File: config.mk
export PLATFORM = sky130hd
export DESIGN_NAME = qbus_mem_responder
export DESIGN_NICKNAME = d
export VERILOG_FILES = /design/src/rtl/qbus_mem_responder.sv
export SDC_FILE = /design/constraint.sdc
export NUM_CORES = 1
export LEC_CHECK = 0
export BUFFER_PORTS_ARGS = -buffer_cell sky130_fd_sc_hd__clkbuf_2
export CAP_MARGIN = 20
export CORE_MARGIN = 5
export CORE_UTILIZATION = 30
export CTS_BUF_LIST = sky130_fd_sc_hd__clkbuf_16
export DETAILED_ROUTE_END_ITERATION = 6
export GPL_ROUTABILITY_DRIVEN = 0
export PLACE_DENSITY = 0.56
export SETUP_SLACK_MARGIN = 0.1
export SYNTH_ARGS = -nofsm -noshare
export SYNTH_HDL_FRONTEND = slang
export SYNTH_SLANG_ARGS = --single-unit
File: constraint.sdc
create_clock -name clk -period 4.1 [get_ports clk]
set_clock_uncertainty 0.05 [all_clocks]
set_input_delay 0 -clock clk [delete_from_list [all_inputs] [get_ports clk]]
set_output_delay 0 -clock clk [all_outputs]
set_load 0.02 [all_outputs]
File: src/rtl/qbus_mem_responder.sv
// Bus target for the SYNC/DIN/DOUT/WTBT/RPLY handshake, fronting a synchronous
// single-port RAM with a programmable number of wait states before the access.
module qbus_mem_responder #(
  parameter logic [15:0] BASE_ADDR   = 16'o100000,
  parameter int          ADDR_WIDTH  = 10,
  parameter int          WAIT_STATES = 1,
  parameter bit          READ_ONLY   = 1'b0
) (
  input  logic                  clk,
  input  logic                  reset_n,
  input  logic                  ce,
  input  logic [15:0]           addr_i,
  input  logic [15:0]           data_i,
  input  logic                  SYNC,
  input  logic                  DIN,
  input  logic                  DOUT,
  input  logic                  WTBT,
  output logic                  RPLY,
  output logic [15:0]           data_o,
  output logic                  sel,
  output logic [ADDR_WIDTH-1:0] mem_addr,
  output logic [15:0]           mem_wdata,
  output logic [1:0]            mem_be,
  output logic                  mem_we,
  output logic                  mem_re,
  input  logic [15:0]           mem_rdata,
  output logic [2:0]            o_dbg_state
);

  // Handshake: the master raises SYNC with a valid address plus exactly one of
  // DIN/DOUT; the responder answers with RPLY and holds it (with read data)
  // until the master has released SYNC, DIN and DOUT.
  typedef enum logic [2:0] {
    S_IDLE   = 3'd0,
    S_WAIT   = 3'd1,
    S_ACCESS = 3'd2,
    S_LATCH  = 3'd3,
    S_REPLY  = 3'd4
  } state_t;

  localparam logic [16:0] LIMIT = {1'b0, BASE_ADDR} + (17'd1 << (ADDR_WIDTH + 1));
  localparam logic [3:0]  WS    = 4'(WAIT_STATES);

  state_t                r_state;
  state_t                w_state_nxt;
  logic [3:0]            r_cnt;
  logic [3:0]            w_cnt_nxt;
  logic                  r_dir;
  logic                  r_rply;
  logic                  w_rply_nxt;
  logic [15:0]           r_data;
  logic [15:0]           w_data_nxt;
  logic                  r_we;
  logic                  w_we_nxt;
  logic                  r_re;
  logic                  w_re_nxt;
  logic                  w_accept;
  logic                  w_hit;
  logic [ADDR_WIDTH-1:0] w_index;
  logic [1:0]            w_be;

  assign w_hit   = ({1'b0, addr_i} >= {1'b0, BASE_ADDR}) && ({1'b0, addr_i} < LIMIT);
  assign sel     = SYNC & w_hit;
  assign w_index = ADDR_WIDTH'((addr_i - BASE_ADDR) >> 1);
  // Byte writes pick their lane from address bit 0; reads and word writes use both.
  assign w_be    = (DOUT && WTBT) ? (addr_i[0] ? 2'b10 : 2'b01) : 2'b11;

  always_comb begin
    w_state_nxt = r_state;
    w_cnt_nxt   = r_cnt;
    w_rply_nxt  = r_rply;
    w_data_nxt  = r_data;
    w_we_nxt    = 1'b0;
    w_re_nxt    = 1'b0;
    w_accept    = 1'b0;
    case (r_state)
      S_IDLE: begin
        if (sel && (DIN ^ DOUT)) begin
          w_accept  = 1'b1;
          w_cnt_nxt = WS;
          if (WS == 4'd0) begin
            w_state_nxt = S_ACCESS;
            w_we_nxt    = DOUT && !READ_ONLY;
            w_re_nxt    = DIN;
          end else begin
            w_state_nxt = S_WAIT;
          end
        end
      end
      S_WAIT: begin
        if (!SYNC) begin
          w_state_nxt = S_IDLE;
        end else if (r_cnt <= 4'd1) begin
          w_state_nxt = S_ACCESS;
          w_we_nxt    = r_dir && !READ_ONLY;
          w_re_nxt    = !r_dir;
        end else begin
          w_cnt_nxt = r_cnt - 4'd1;
        end
      end
      // The strobe is already on the RAM during ACCESS, so an abort here still writes.
      S_ACCESS: w_state_nxt = SYNC ? S_LATCH : S_IDLE;
      S_LATCH: begin
        if (!r_dir) w_data_nxt = mem_rdata;
        w_rply_nxt  = 1'b1;
        w_state_nxt = S_REPLY;
      end
      S_REPLY: begin
        if (!SYNC && !DIN && !DOUT) begin
          w_rply_nxt  = 1'b0;
          w_data_nxt  = 16'h0;
          w_state_nxt = S_IDLE;
        end
      end
      default: w_state_nxt = S_IDLE;
    endcase
  end

  always_ff @(posedge clk) begin
    if (!reset_n) begin
      r_state   <= S_IDLE;
      r_cnt     <= 4'd0;
      r_dir     <= 1'b0;
      r_rply    <= 1'b0;
      r_data    <= 16'h0;
      r_we      <= 1'b0;
      r_re      <= 1'b0;
      mem_addr  <= '0;
      mem_wdata <= 16'h0;
      mem_be    <= 2'b00;
    end else if (ce) begin
      r_state <= w_state_nxt;
      r_cnt   <= w_cnt_nxt;
      r_rply  <= w_rply_nxt;
      r_data  <= w_data_nxt;
      r_we    <= w_we_nxt;
      r_re    <= w_re_nxt;
      if (w_accept) begin
        r_dir     <= DOUT;
        mem_addr  <= w_index;
        mem_wdata <= data_i;
        mem_be    <= w_be;
      end
    end
  end

  assign RPLY        = r_rply;
  assign data_o      = r_data;
  assign mem_we      = r_we;
  assign mem_re      = r_re;
  assign o_dbg_state = r_state;

endmodule

==> results.cfg <==
[run_status]
outcome = completed

[floorplan]
core_um2 = 7610
die_width_um = 97.7
die-area_um2 = 9540
rows = 32
initial_core_util_pct = 30.3
io_pins = 106
die_y_um = 97.7

[timing]
clock.fmax_mhz = 388
grt_setup_unrepaired = false
tns_ns = 0
post-route-period-util_pct = 62.8
hold_violations = 0
final-max-slew-violation-count = 0
period_needed_ns = 2.57
worstMarginPinSlew_ns = 1.02
slew-limit-headroom_pct = 32.0
finalSetupViolations = 0

[run]
cap_violations = 0

[critical_path]
start_kind = flop
r2r-start = r_cnt[0]
crit_fanout = 5
crit_buf_inv = 1
slowest_stage = a2111oi_0
crit_path_max_incr_delay_ns = 0.80
critPathKind = flop to flop
cp_data_required_time_ns = 4.23
cp-end-kind = flop
crit_path_start = r_cnt[0]
path_cells = inv_1, ha_1, or2_2, a2111oi_0, o21ai_0, o221a_2
critPathTopFamily = compound AO/OA/AOI/OAI gates
cp.arrival_ns = 2.70

[pwr]
leakage_nw = 1.64
power_density_nw_per_um2 = 298
power_mw = 1.05
peakVddDrop_uv = 182

[clock_network]
clockBufferDepth = 2
postCtsResizedCells = 0
clock-sinks = 55
path_clk_slew_ns = 0.07
cts_buffers = 5
cts_root_buf = clkbuf_16
h-tree-depth = 2
clkLatencyLatePin_ns = 0.28
post_cts_buffers = 0
cts_tree = done

[final_layout]
diodes = 0
fill_cells = 765
final_nets = 477
area_growth_syn_to_layout_pct = 52.1
layout-drive-gt1-share_pct = 28.7

[logic_synthesis]
ys_seq_elements = 55
synth_edf_count = 0
synthesis.area_um2 = 2310
ys_warn_count = 0
ys.flop_type = dfxtp_1
yosysTopAreaCell = dfxtp_1
synthCells = 281
ys_async_sr_fraction_pct = 0
ys_types = 41
ys_seq_area_share_pct = 47.7
avgSynthCellArea_um2 = 8.21
synthTopCellsByArea = dfxtp_1 48%, nand2_1 11%, mux2i_1 6.9%, nand3_1 6.1%, o21ai_0 4.6%
synth_top_area_share_pct = 47.7
synth_nets = 338

[detailed_routing]
wl_um = 6430
drt_iter0_markers = 78
ant_nets = 0
via_count = 2380
drt_first_pass_iters = 4
drc_errors = 0
wire_per_inst_um = 12.3
post_drt_via_cell_ratio = 4.55

[place]
dp_hpwl_um = 4310
place.port_buffers = 105

[global_routing]
grt_max_degree = 77
grt_pass1_wl_um = 11200
grtUsageTotal_pct = 13.6
grt_pass1_vias = 2397
antenna_found_initial = 0
grt_overflow = 0

[min_path]
holdCritStartpoint = reset_n
hold_path.class = input port to flop
## stage by stage
step | instances | instance area, um^2 | hold slack [ns] | setup slack (ns) | utilization [%]
after CTS | 522 | 3480 | 0.0349 | 1.45 | 45.8
final | 523 | 3510 | 0.0386 | 1.53 | 46.1
after global routing | 523 | 3510 | 0.0767 | 1.15 | 46.1
after global placement | 469 | 2890 | 0.176 | 1.55 | 38.0
after floorplan | 281 | 2310 | 0.0826 | 1.92 | -
after detailed placement | 469 | 2890 | 0.181 | 1.48 | 38.0
## worst min-delay path, delay by kind of cell
family                 cells  cell delay, ns
buffers and inverters      2            0.27
AOI/OAI and AO/OA          1            0.05
## per-layer routing
metal  global-route usage (%)  wire length [um]
met5                        0                 0
met3                     5.24               483
met2                     22.6              2980
met4                     3.62                76
met1                     16.5              2890
## worst paths after layout
check	slack [ns]	cells past startpoint	to
setup / recovery	1.53	6	r_cnt[2]
hold / removal	0.04	3	mem_be[0]
setup reg to reg	1.53	6	r_cnt[2]
hold reg to reg	0.41	2	mem_wdata[12]
## synth_stat cells, types with 2 or more instances
library cell  number
a21oi_1            5
nor3_1             5
nor2_1             6
nand3_1           28
nand2_1           69
o21ai_1           13
o31ai_1            2
nand4b_1           2
buf_1              4
a2111oi_0          2
o22ai_1            2
nand4_1            2
and3_1             2
inv_1              5
nand2b_1           4
dfxtp_1           55
buf_2              3
ha_1               2
o21ai_0           21
mux2i_1           16
clkbuf_1          13
## registers in the layout, indices dropped and copies added (netlist names)
| name | cells |
|---|---|
| mem_we | 1 |
| mem_be | 2 |
| data_o | 16 |
| RPLY | 1 |
| o_dbg_state | 3 |
| mem_wdata | 16 |
| mem_addr | 10 |
| r_cnt | 4 |
| mem_re | 1 |
| r_dir | 1 |
## logic make-up (layout without fill, tap and decap cells)
logic type / after synthesis / in the layout / synth area share, %
compound gates: 53 / 53 / 13.5
simple gates: 127 / 127 / 25.5
flops: 55 / 55 / 47.7
buf+inv: 27 / 167 / 4.88
xor+xnor: 1 / 1 / 0.380
mux: 16 / 16 / 6.94
fa+ha+maj: 2 / 2 / 1.08
## timing repair
item	4_1_cts	5_1_grt
setup endpoints to repair	0	0
hold buffers	45	0
endpoints found under the hold margin	45	0
## report_power, final
group	switching, mW	internal [mW]
Sequential	0.000602	0.535
Clock	0.188	0.224
Combinational	0.0424	0.0567
Total	0.231	0.815
## area by class of cell
type	instances	area, um^2	area share (%)
Sequential cell	55	1100	31.4
Multi-Input combinational cell	199	1100	31.3
Tap cell	102	128	3.64
Clock buffer	5	125	3.57
Clock inverter	3	16.3	0.464
Inverter	6	22.5	0.642
Timing Repair Buffer	153	1020	29.0
## cell usage in the layout (no fill, tap or decap), drive strengths merged
cell type and count:
and4 1, o221a 1, o21ai 34, buf 3, o211ai 1, o31ai 2
nor4b 1, a21oi 6, nor2b 1, dfxtp 55, o211a 1, inv 6
nand2 69, a2111oi 2, dlygate4sd3 45, a31o 2, nor2 6, clkinv 3
or2 1, or3 1, or4b 2, nand3b 1, a221oi 1, a211oi 1
nor3 5, clkbuf 110, mux2i 16, nand3 28, xnor2 1, ha 2
nand4 2, nand4b 2, o22ai 2, nand2b 4, and3 2, and2 1
(Power assumes the default switching activity.)
